## src/rtl/video_scan_gen.sv

```systemverilog
// Raster scan generator: pixel strobe divider, H/V timing, sync decode,
// scrolled character-cell coordinates, frame counter and line/vblank events.
module video_scan_gen #(
  parameter int   PIX_DIV   = 4,
  parameter int   H_ACTIVE  = 640,
  parameter int   H_FP      = 16,
  parameter int   H_SYNC    = 96,
  parameter int   H_BP      = 48,
  parameter int   V_ACTIVE  = 480,
  parameter int   V_FP      = 10,
  parameter int   V_SYNC    = 2,
  parameter int   V_BP      = 33,
  parameter int   HSZ       = 10,
  parameter int   VSZ       = 10,
  parameter int   CELL_W    = 8,
  parameter int   CELL_H    = 8,
  parameter logic HSYNC_POL = 1'b0,
  parameter logic VSYNC_POL = 1'b0,
  parameter int   FRAME_W   = 6
) (
  input  logic                       clk_100mhz,
  input  logic                       rstn_i,
  input  logic                       i_enable,
  input  logic [HSZ-1:0]             i_scroll_x,
  input  logic [VSZ-1:0]             i_scroll_y,
  output logic                       o_pix_en,
  output logic [HSZ-1:0]             o_hcount,
  output logic [VSZ-1:0]             o_vcount,
  output logic                       o_de,
  output logic                       o_hsync,
  output logic                       o_vsync,
  output logic [$clog2(CELL_W)-1:0]  o_cell_col,
  output logic [$clog2(CELL_H)-1:0]  o_glyph_row,
  output logic [HSZ-1:0]             o_text_col,
  output logic [VSZ-1:0]             o_text_row,
  output logic [FRAME_W-1:0]         o_frame_count,
  output logic                       o_line_start,
  output logic                       o_vblank_start
);

  localparam int H_TOTAL = H_ACTIVE + H_FP + H_SYNC + H_BP;
  localparam int V_TOTAL = V_ACTIVE + V_FP + V_SYNC + V_BP;
  localparam int DIV_W   = $clog2(PIX_DIV);
  localparam int CW_B    = $clog2(CELL_W);
  localparam int CH_B    = $clog2(CELL_H);

  localparam logic [DIV_W-1:0] DIV_LAST = DIV_W'(PIX_DIV - 1);
  localparam logic [HSZ-1:0]   H_LAST   = HSZ'(H_TOTAL - 1);
  localparam logic [HSZ-1:0]   H_ACT    = HSZ'(H_ACTIVE);
  localparam logic [HSZ-1:0]   HS_BEG   = HSZ'(H_ACTIVE + H_FP);
  localparam logic [HSZ-1:0]   HS_END   = HSZ'(H_ACTIVE + H_FP + H_SYNC - 1);
  localparam logic [VSZ-1:0]   V_LAST   = VSZ'(V_TOTAL - 1);
  localparam logic [VSZ-1:0]   V_ACT    = VSZ'(V_ACTIVE);
  localparam logic [VSZ-1:0]   VS_BEG   = VSZ'(V_ACTIVE + V_FP);
  localparam logic [VSZ-1:0]   VS_END   = VSZ'(V_ACTIVE + V_FP + V_SYNC - 1);
  localparam logic [HSZ:0]     H_MOD    = (HSZ+1)'(H_ACTIVE);
  localparam logic [VSZ:0]     V_MOD    = (VSZ+1)'(V_ACTIVE);

  typedef enum logic {STARTUP, RUN} state_t;

  // One extra bit keeps position+scroll from overflowing before the wrap.
  function automatic logic [HSZ-1:0] mod_h(input logic [HSZ:0] v);
    logic [HSZ:0] r;
    r = v % H_MOD;
    return r[HSZ-1:0];
  endfunction

  function automatic logic [VSZ-1:0] mod_v(input logic [VSZ:0] v);
    logic [VSZ:0] r;
    r = v % V_MOD;
    return r[VSZ-1:0];
  endfunction

  state_t             state, state_nx;
  logic [DIV_W-1:0]   div;
  logic               tick;
  logic [HSZ-1:0]     scx, scx_nx, h_nx, sx;
  logic [VSZ-1:0]     scy, scy_nx, v_nx, sy;
  logic [FRAME_W-1:0] frame_nx;

  assign tick = i_enable && (div == DIV_LAST);

  always_ff @(posedge clk_100mhz or negedge rstn_i) begin
    if (!rstn_i) begin
      div <= '0;
    end else if (i_enable) begin
      div <= (div == DIV_LAST) ? '0 : div + 1'b1;
    end
  end

  always_ff @(posedge clk_100mhz or negedge rstn_i) begin
    if (!rstn_i) begin
      state <= STARTUP;
    end else begin
      state <= state_nx;
    end
  end

  always_comb begin
    state_nx = state;
    h_nx     = o_hcount;
    v_nx     = o_vcount;
    frame_nx = o_frame_count;
    scx_nx   = scx;
    scy_nx   = scy;
    if (tick) begin
      case (state)
        STARTUP: begin
          h_nx     = '0;
          v_nx     = '0;
          scx_nx   = mod_h({1'b0, i_scroll_x});
          scy_nx   = mod_v({1'b0, i_scroll_y});
          state_nx = RUN;
        end
        RUN: begin
          if (o_hcount == H_LAST) begin
            h_nx = '0;
            if (o_vcount == V_LAST) begin
              v_nx     = '0;
              frame_nx = o_frame_count + 1'b1;
              scx_nx   = mod_h({1'b0, i_scroll_x});
              scy_nx   = mod_v({1'b0, i_scroll_y});
            end else begin
              v_nx = o_vcount + 1'b1;
            end
          end else begin
            h_nx = o_hcount + 1'b1;
          end
        end
        default: state_nx = STARTUP;
      endcase
    end
    sx = mod_h({1'b0, h_nx} + {1'b0, scx_nx});
    sy = mod_v({1'b0, v_nx} + {1'b0, scy_nx});
  end

  // Output register: everything advances on the strobe edge and holds between strobes.
  always_ff @(posedge clk_100mhz or negedge rstn_i) begin
    if (!rstn_i) begin
      o_pix_en       <= 1'b0;
      o_hcount       <= '0;
      o_vcount       <= '0;
      o_de           <= 1'b0;
      o_hsync        <= ~HSYNC_POL;
      o_vsync        <= ~VSYNC_POL;
      o_cell_col     <= '0;
      o_glyph_row    <= '0;
      o_text_col     <= '0;
      o_text_row     <= '0;
      o_frame_count  <= '0;
      o_line_start   <= 1'b0;
      o_vblank_start <= 1'b0;
      scx            <= '0;
      scy            <= '0;
    end else begin
      o_pix_en       <= tick;
      o_line_start   <= tick && (h_nx == '0);
      o_vblank_start <= tick && (h_nx == '0) && (v_nx == V_ACT);
      if (tick) begin
        o_hcount      <= h_nx;
        o_vcount      <= v_nx;
        o_frame_count <= frame_nx;
        scx           <= scx_nx;
        scy           <= scy_nx;
        o_de          <= (h_nx < H_ACT) && (v_nx < V_ACT);
        o_hsync       <= ((h_nx >= HS_BEG) && (h_nx <= HS_END)) ? HSYNC_POL : ~HSYNC_POL;
        o_vsync       <= ((v_nx >= VS_BEG) && (v_nx <= VS_END)) ? VSYNC_POL : ~VSYNC_POL;
        o_cell_col    <= sx[CW_B-1:0];
        o_text_col    <= sx >> CW_B;
        o_glyph_row   <= sy[CH_B-1:0];
        o_text_row    <= sy >> CH_B;
      end
    end
  end

endmodule

```

## config.mk

```make
export PLATFORM = sky130hd
export DESIGN_NAME = video_scan_gen
export DESIGN_NICKNAME = d
export VERILOG_FILES = /design/src/rtl/video_scan_gen.sv
export SDC_FILE = /design/constraint.sdc
export NUM_CORES = 1
export LEC_CHECK = 0
export ABC_AREA = 1
export CAP_MARGIN = 20
export CORE_MARGIN = 2
export CORE_UTILIZATION = 45
export CTS_CLUSTER_DIAMETER = 30
export DETAILED_ROUTE_END_ITERATION = 10
export PLACE_DENSITY = 0.69
export SYNTH_ARGS = -nofsm -noshare
export SYNTH_HDL_FRONTEND = slang
export SYNTH_SLANG_ARGS = --single-unit
```

## constraint.sdc

```tcl
create_clock -name clk_100mhz -period 7.4 [get_ports clk_100mhz]
set_input_delay 2.22 -clock clk_100mhz [delete_from_list [all_inputs] [get_ports clk_100mhz]]
set_output_delay 2.22 -clock clk_100mhz [all_outputs]
set_load 0.1 [all_outputs]
```

# Word level (Yosys, flattened, before mapping)
# Index checks and enable logic that the tools add are counted.
# W data, S select, Z words.
[word_totals]
in_bits = 23
out_inout_bits = 58
elab_cells = 64
reg_bits = 75
[classes]
div_mod_pow = 4
reduce_logical = 8
addsub = 6
mux = 18
order_cmp = 6
n_bitwise = 1
n_eq_ne = 4
[ops]
columns = ["cell", "count"]
rows = [
  ["$mux W10", 11],
  ["$pmux W10 S2", 4],
  ["$add A10 B10 Y11", 2],
  ["$add A10 B1 Y10 const B", 2],
  ["$eq A10 B10 Y1 const B", 2],
  ["$mod A10 B10 Y11 const B", 1],
  ["$mod A10 B9 Y11 const B", 1],
  ["$mod A11 B10 Y11 const B", 1],
  ["$mod A11 B9 Y11 const B", 1],
  ["$eq A10 B9 Y1 const B", 1],
  ["$ge A10 B10 Y1 const B", 1],
  ["$ge A10 B9 Y1 const B", 1],
  ["$le A10 B10 Y1 const B", 1],
  ["$le A10 B9 Y1 const B", 1],
  ["$logic_not A10 Y1", 1],
  ["$lt A10 B10 Y1 const B", 1],
  ["$lt A10 B9 Y1 const B", 1],
  ["$add A6 B1 Y6 const B", 1],
  ["$logic_and A1 B1 Y1", 6],
  ["$reduce_and A4 Y1", 1],
  ["$add A2 B1 Y2 const B", 1],
  ["$eq A2 B2 Y1 const B", 1],
  ["$mux W1", 2],
  ["$mux W2", 1],
  ["$not A1 Y1", 1],
]

# Logic depth before layout (Yosys ltp)
# Gate-level depths: netlist (run 1).
[depth]
word_depth = 8
depth_mapped = 33
ltp_nobuf = 32

# Worst setup path after synthesis (run 1)
# No wires, ideal clock.
[synth_timing]
kind = "input-to-reg"
startpoint = "in i_enable"
endpoint = "reg o_text_row[4]"
n_path_buf = 2
stages = 22
required_time_ps = 7280
arrival_ps = 5219
slack_ps = 2061
cell_sequence = "nand2_1 clkinv_1 nand2_2 inv_2 buf_6 buf_2 nand2_1 nand2_1 ha_1 fa_1 nand3_1 nand3_2 nand2_1 nand2_1 xor2_2 nand4_1 nor3_1 a21oi_2 a21oi_2 nand2_1 nand3_1 nand2_1"
[synth_between]
elab_chain_len = 4
elab_cells_between_ends = 5
[synth_rtl]
columns = ["element", "line", "rtl"]
rows = [
  ["from (decl)", "23", "input logic i_enable,"],
  ["$logic_and A1 B1 Y1", "81", "assign tick = i_enable && (div == DIV_LAST);"],
  ["$mux W10", "106", "if (tick) begin"],
  ["via scy_nx[0]", "78", "logic [VSZ-1:0] scy, scy_nx, v_nx, sy;"],
  ["$add A10 B10 Y11", "134", "sy = mod_v({1'b0, v_nx} + {1'b0, scy_nx});"],
  ["$mod A11 B9 Y11", "70", "r = v % V_MOD;"],
  ["to (signal assigned)", "171", "o_text_row <= sy >> CH_B;"],
  ["to (decl)", "35", "output logic [VSZ-1:0] o_text_row,"],
]
# The timed path passes the listed nets, and every way through them passes these cells.
# A chain may end at the register's enable or synchronous reset.

# Worst setup path after layout (run 1)
[layout_timing]
startpoint = "in i_enable"
endpoint = "reg o_text_row[4]"
[layout_between]
elab_chain_len = 4
elab_cells_between_ends = 5
[layout_rtl]
columns = ["element", "line"]
rows = [
  ["$logic_and A1 B1 Y1", "81"],
  ["$mux W10", "106"],
  ["via v_nx[0]", "78"],
  ["$add A10 B10 Y11", "134"],
  ["$mod A11 B9 Y11", "70"],
]
# The timed path passes the listed nets, and every way through them passes these cells.

==> results of run 1 <==
sequential cells by signal, indices dropped and copies added, names as in the netlist:
register	cells
div	2
scy	10
o_line_start	1
o_hsync	1
o_hcount	10
o_vcount	10
o_vsync	1
o_vblank_start	1
o_de	1
o_text_row	7
o_glyph_row	3
o_text_col	7
o_cell_col	3
o_frame_count	6
scx	10
o_pix_en	1
state	1
cells by family (layout without fill, tap and decap cells):
family	Yosys count	in the layout	share of synthesized area, %
fa+ha+maj	27	27	6.88
xor+xnor	26	26	4.59
simple gates	337	337	31.4
compound gates	90	90	11.0
flops	75	75	36.6
other cells	1	6	0.0731
buf+inv	114	187	9.22
mux	1	1	0.220
power by group:
group / internal [W] / switching, W
sequential: 0.000482 / 0.0000686
clock: 0.000328 / 0.000176
combinational: 0.000216 / 0.000730
total: 0.00103 / 0.000975
final cells by class:
cell class / count / area (um^2)
Tap cell: 140 / 175
Timing Repair Buffer: 76 / 753
Multi-Input combinational cell: 487 / 2800
Clock buffer: 9 / 225
Fill cell: 1011 / 4680
Clock inverter: 7 / 116
Sequential cell: 75 / 1880
Inverter: 95 / 362
per-layer routing:
layer / routed length [um] / track usage (%) / vias to the layer above / part of all wire [%]
met3: 540 / 4.05 / 17 / 4.4
met2: 5610 / 32.6 / 128 / 46
li1: - / - / 2308 / -
met4: 252 / 7.67 / 0 / 2.1
met5: 0 / 0 / - / 0
met1: 5810 / 28.2 / 2129 / 48
path summary, 6_finish.rpt:
check,startpoint,end,slack (ns),cells past startpoint
setup / recovery,i_enable,o_text_row[4],1.39,20
hold / removal,scx[0],scx[0],0.47,2
setup reg to reg,o_hcount[0],o_text_row[4],2.52,24
hold reg to reg,scx[0],scx[0],0.47,2
max in group asynchronous,rstn_i,o_text_row[4],4.77,1
min in group asynchronous,rstn_i,o_text_col[3],2.03,1
cells in the final DEF, fill, tap and decap left out, types with 3 or more instances in the layout:
cell type | Yosys | routed
o211ai_1 | 4 | 4
nand2_1 | 196 | 196
a21oi_2 | 7 | 7
nor2_2 | 6 | 6
o31ai_1 | 4 | 4
nand2_2 | 9 | 9
xnor2_1 | 10 | 10
nor2_1 | 44 | 44
o22ai_1 | 8 | 8
nand2_4 | 4 | 4
o21ai_1 | 3 | 3
conb_1 | 1 | 6
clkbuf_16 | 0 | 9
nor3_1 | 6 | 6
ha_1 | 25 | 25
nand3b_1 | 3 | 3
nor3_2 | 4 | 4
nand3_2 | 7 | 7
nand4_1 | 9 | 9
bufinv_16 | 0 | 3
buf_4 | 6 | 3
nand4_4 | 4 | 4
xor2_1 | 15 | 15
o21ai_0 | 28 | 28
o21bai_1 | 5 | 5
a21oi_1 | 20 | 20
nand3_1 | 36 | 36
inv_1 | 86 | 86
clkdlybuf4s50_1 | 0 | 73
dfrtp_1 | 73 | 73
inv_2 | 7 | 7
stage by stage:
step | std cells | hold slack (ns) | setup WS (ns)
6_report | 889 | 0.471 | 1.39
5_1_grt | 889 | 0.493 | 1.09
4_1_cts | 889 | 0.476 | 1.38
3_5_place_dp | 873 | 0.460 | 1.07
3_3_place_gp | 873 | 0.456 | 1.17
2_1_floorplan | 676 | 0.444 | 2.06
critical path: cells and delay by family:
kind,cells,cell delay (ns)
simple gates,12,1.61
buf+inv,3,1.13
xor+xnor,1,0.25
fa+ha+maj,2,0.73
compound gates,2,0.28
==> results.py, run 1 <==
metrics = {
    "power_and_ir_drop": {
        "p_leak_nw": 3.41,
        "power.density_nw_per_um2": 317,
        "finalPower_w": 0.00200,
        "peakVddDrop_uv": 282,
    },
    "finish": {
        "final_area_um2": 6310,
        "area_growth_pct": 23.0,
        "post-route-util_pct": 57.4,
        "diodes": 0,
        "finalNetCount": 794,
        "layout-drive-gt1-share_pct": 10.8,
    },
    "floorplanning": {
        "num_io_pins": 81,
        "die_area_um2": 12300,
        "initial_core_util_pct": 46.7,
        "num_rows": 38,
        "die-width_um": 111,
        "core_um2": 11000,
        "die_h_um": 111,
    },
    "sta": {
        "fin_skew_ns": 0.00606,
        "rsz0062_at_grt": "no",
        "relSlewSlack_pct": 32.9,
        "worst_pin_slew_ns": 1.00,
        "period_minus_slack_ns": 6.01,
        "fin_setup_tns_ns": 0,
        "setup_violations": 0,
        "hold_viol": 0,
        "min_period_over_period_pct": 81.2,
        "max_freq_ghz": 0.166,
        "slew_viol_final": 0,
    },
    "logic_synthesis": {
        "postSynthAreaPerCell_um2": 7.64,
        "async_flop_share_pct": 100,
        "synth_cell_types": 53,
        "syn-instance-count": 671,
        "yosysMostFrequentCell": "nand2_1",
        "yosysSeqAreaShare_pct": 36.6,
        "synth-seq-cells": 75,
        "ys_top_cells_by_area": "dfrtp_1 (36%), nand2_1 (14%), inv_1 (6.3%)",
        "synth.largest_area_cell": "dfrtp_1",
        "synth_ff_type": "dfrtp_1",
        "synth_enable_flop_cells": 0,
        "yosysWarnings": 0,
        "synth_common_cells": "nand2_1 (196), inv_1 (86), dfrtp_1 (73)",
        "syn_area_um2": 5130,
        "synth_top_area_share_pct": 35.6,
    },
    "worst_setup_path": {
        "worst_path_max_delay_cell": "inv_2",
        "slowest_delay_ns": 0.54,
        "path_cells": "clkdlybuf4s50_1, nand2_1, clkinv_1, nand2_2, inv_2, nor2_1, ha_1, fa_1, nand3_1, nand3_2, nand2_1, nand2_1, xor2_2, nand4_1, nor3_1, a21oi_2, a21oi_2, nand2_1, nand3_1, nand2_1",
        "start_kind": "primary input",
        "critPathKind": "in2reg",
        "crit_top_cell": "nand2_1",
        "cp_max_fo": 29,
        "cp.arrival_ns": 6.24,
        "cp-end-kind": "register",
        "required_ns": 7.63,
    },
    "worst_hold_path": {
        "hold_path.class": "reg2reg",
    },
    "placed_design": {
        "place_area_um2": 5960,
        "place.gp.congestion": 0.909,
        "dp.final_hpwl_um": 9210,
        "portBuffers": 74,
    },
    "clocking": {
        "cts_resized": 0,
        "cts_sinks": 75,
        "clk_latency_ns": 0.34,
        "postCtsSetupRepairBufs": 0,
        "cts_tree": "built",
        "cts.htree.levels": 3,
        "root_buffer": "clkbuf_16",
        "hold_buffers": 0,
        "path_clk_slew_ns": 0.06,
        "clock_path_buffers": 2,
        "cts_buffers": 9,
    },
    "job": {
        "drv_cap": 0,
    },
    "routing": {
        "wirelength_um": 12200,
        "drc": 0,
        "wire_per_inst_um": 13.7,
        "drtAntennaViolNets": 0,
        "drtPass1Iterations": 5,
        "dr_total_vias": 4582,
        "drtIter0Drc": 220,
        "via_per_inst": 5.15,
    },
    "global_routing": {
        "antenna_found_initial": 0,
        "grt_pass1_wl_um": 20600,
        "grt_start_max_net_pins": 76,
        "grt_pass1_vias": 4366,
        "gr-usage-all-layers_pct": 20.6,
        "grt-ovfl-total": 0,
    },
    "status": {
        "status": "completed",
    },
}
Note: power is estimated with default switching activity, not from simulation.
==> run 2: changes to the inputs <==
Clock period 7.4 ns to 6.22 ns, I/O delays scaled along.
==> run 2 against run 1 <==
Compared with the run above:
- critical path depth rose by 1
- utilization shrank 0.35 points
- first-iteration DRC count is 7.7% lower
- critical path type unchanged
- via count shrank 0.26%
- non-clock buffer count up 1
- setup slack got worse by 0.51 ns
- register-to-register slack got worse by 0.79 ns
- total power grew 15%
- combinational power grew 18%
- cell count is 0.11% higher
==> results.py, run 2 (synthesis gave the netlist of run 1 again) <==
metrics = {
    "routing": {
        "drtIter0Drc": 203,
        "wire_per_inst_um": 14.0,
        "via_per_inst": 5.13,
        "drc": 0,
        "drtAntennaViolNets": 0,
        "wirelength_um": 12500,
        "drtPass1Iterations": 4,
        "dr_total_vias": 4570,
    },
    "sta": {
        "min_period_over_period_pct": 85.8,
        "slew_viol_final": 0,
        "worst_pin_slew_ns": 0.986,
        "rsz0062_at_grt": "no",
        "fin_setup_tns_ns": 0,
        "fin_skew_ns": 0.00476,
        "relSlewSlack_pct": 34.0,
        "setup_violations": 0,
        "max_freq_ghz": 0.187,
        "holdWs_ns": 0.471,
        "period_minus_slack_ns": 5.34,
        "hold_viol": 0,
    },
    "global_routing": {
        "grt_start_max_net_pins": 76,
        "grt-ovfl-total": 0,
        "gr-usage-all-layers_pct": 21.4,
        "grt_pass1_vias": 4529,
        "grt_pass1_wl_um": 21400,
        "antenna_found_initial": 0,
    },
    "power_and_ir_drop": {
        "switching_share_pct": 50.1,
        "power_frac_seq_pct": 28.4,
        "finalPower_w": 0.00231,
        "power_frac_clock_pct": 22.9,
        "p_leak_nw": 3.39,
        "peakVddDrop_uv": 295,
        "power_switching_w": 0.00116,
        "power.density_nw_per_um2": 369,
        "intPower_w": 0.00115,
        "comb_power_share_pct": 48.7,
    },
    "finish": {
        "diodes": 0,
        "layout.cells.non_filler": 890,
        "post-route-util_pct": 57.1,
        "area_growth_pct": 22.2,
        "finalNetCount": 795,
        "layout_commonest_cell": "nand2_1",
        "layout-drive-gt1-share_pct": 10.7,
        "final_cell_mix": "nand2_1 (196), inv_1 (86), dfrtp_1 (73), clkdlybuf4s50_1 (73), nor2_1 (44)",
    },
    "clocking": {
        "cts_resized": 0,
        "postCtsSetupRepairBufs": 0,
        "clock_path_buffers": 2,
        "root_buffer": "clkbuf_16",
        "cts.htree.levels": 3,
        "cts_tree": "built",
        "path_clk_slew_ns": 0.06,
        "clk_latency_ns": 0.35,
        "cts_buffers": 9,
        "hold_buffers": 0,
        "cts_sinks": 75,
    },
    "floorplanning": {
        "initial_core_util_pct": 46.7,
        "die_h_um": 111,
        "num_io_pins": 81,
        "core_um2": 11000,
        "die_area_um2": 12300,
        "die-width_um": 111,
        "num_rows": 38,
    },
    "worst_hold_path": {
        "hold_path.class": "reg2reg",
        "min_path_cells": 2,
        "hp-start": "scx[6]",
        "min_to": "scx[6]",
    },
    "job": {
        "drv_cap": 0,
    },
    "worst_setup_path": {
        "r2r-start": "o_hcount[0]",
        "path_depth": 21,
        "cp_max_fo": 11,
        "path_cells": "clkdlybuf4s50_1, nand2_1, nor2_1, nand2_2, o21ai_0, ha_1, inv_1, fa_1, nand3b_1, nand2_1, nand2_1, nand3_1, a21oi_1, o21bai_1, nand2_1, or2_2, nand2_1, nand2_1, nand2_1, nand3_1, nand2_1",
        "crit_family": "simple AND/OR/NAND/NOR gates",
        "reg2reg_slack_ns": 1.73,
        "slowest_delay_ns": 0.52,
        "worst_path_max_delay_cell": "clkdlybuf4s50_1",
        "cp-end-kind": "register",
        "required_ns": 6.50,
        "crit_top_cell": "nand2_1",
        "ff2ff_path_depth": 24,
        "cp.arrival_ns": 5.62,
        "critical_path_buf_inv_count": 2,
        "critPathKind": "in2reg",
        "r2r-end": "o_text_row[4]",
        "start_kind": "primary input",
    },
    "placed_design": {
        "dp.final_hpwl_um": 9440,
        "portBuffers": 74,
        "placed_cells": 874,
        "place.gp.congestion": 0.916,
    },
    "status": {
        "status": "completed",
    },
}
-- run 2: changes by cell type in the layout (fill, tap and decap cells not counted), sizes merged --
cell	before	now
clkinv	4	3
bufinv	3	1
clkbuf	9	12
inv	94	95
buf	3	4
clkinvlp	1	0
-- run 2: cell type report --
| type | instances | area, um^2 |
|---|---|---|
| Clock buffer | 12 | 246 |
| Clock inverter | 4 | 48.8 |
| Tap cell | 140 | 175 |
| Sequential cell | 75 | 1880 |
| Timing Repair Buffer | 77 | 761 |
| Fill cell | 1032 | 4720 |
| Inverter | 95 | 362 |
| Multi-Input combinational cell | 487 | 2800 |
-- run 2: metal layers --
metal,part of all wire (%),GRT usage [%],routed length (um),vias up
met5,0,0,0,-
met4,1.7,8.08,206,0
met3,4.5,3.83,567,17
met2,46,34.7,5740,104
met1,48,28.5,5950,2137
li1,-,-,-,2312
-- run 2: worst max path at each step --
stage                             start  slack (ns)            end
after global placement         i_enable        0.67  o_text_col[5]
after floorplan                i_enable        1.24  o_text_row[4]
final                          i_enable        0.88  o_text_col[5]
after global routing      i_scroll_y[7]        0.37  o_text_row[4]
after detailed placement       i_enable        0.56  o_text_row[4]
after CTS                      i_enable        0.90  o_text_row[4]
-- run 2: power by group through the flow --
stage                     clock network [W]  logic, W  registers (W)
after detailed placement                  0   0.00113       0.000662
after floorplan                           0  0.000299        0.00121
after global placement                    0   0.00111       0.000658
final                              0.000530   0.00112       0.000656
after global routing               0.000563   0.00118       0.000665
after CTS                          0.000541   0.00113       0.000655
-- run 2: worst reg2reg max path: stages, from the launching register on --
cell and delay [ns]:
dfrtp_1 0.51, ha_1 0.31, nand4_4 0.16, inv_2 0.10, nand2_4 0.08, inv_6 0.10
nand2_2 0.06, nand2_2 0.09, nand2_2 0.06, inv_2 0.38, nor2_1 0.16, ha_1 0.28
fa_1 0.47, nand3_1 0.12, nand3_2 0.11, nand2_1 0.08, nand2_1 0.08, xor2_2 0.28
nand4_1 0.22, nor3_1 0.25, a21oi_2 0.10, a21oi_2 0.16, nand2_1 0.08, nand3_1 0.08
nand2_1 0.06
-- run 2: through the flow --
| stage | worst slack, ns | area (um^2) |
|---|---|---|
| floorplan | 1.24 | 5150 |
| global placement | 0.675 | 5970 |
| detailed placement | 0.561 | 5970 |
| CTS | 0.902 | 6270 |
| global route | 0.366 | 6270 |
| finish | 0.883 | 6270 |
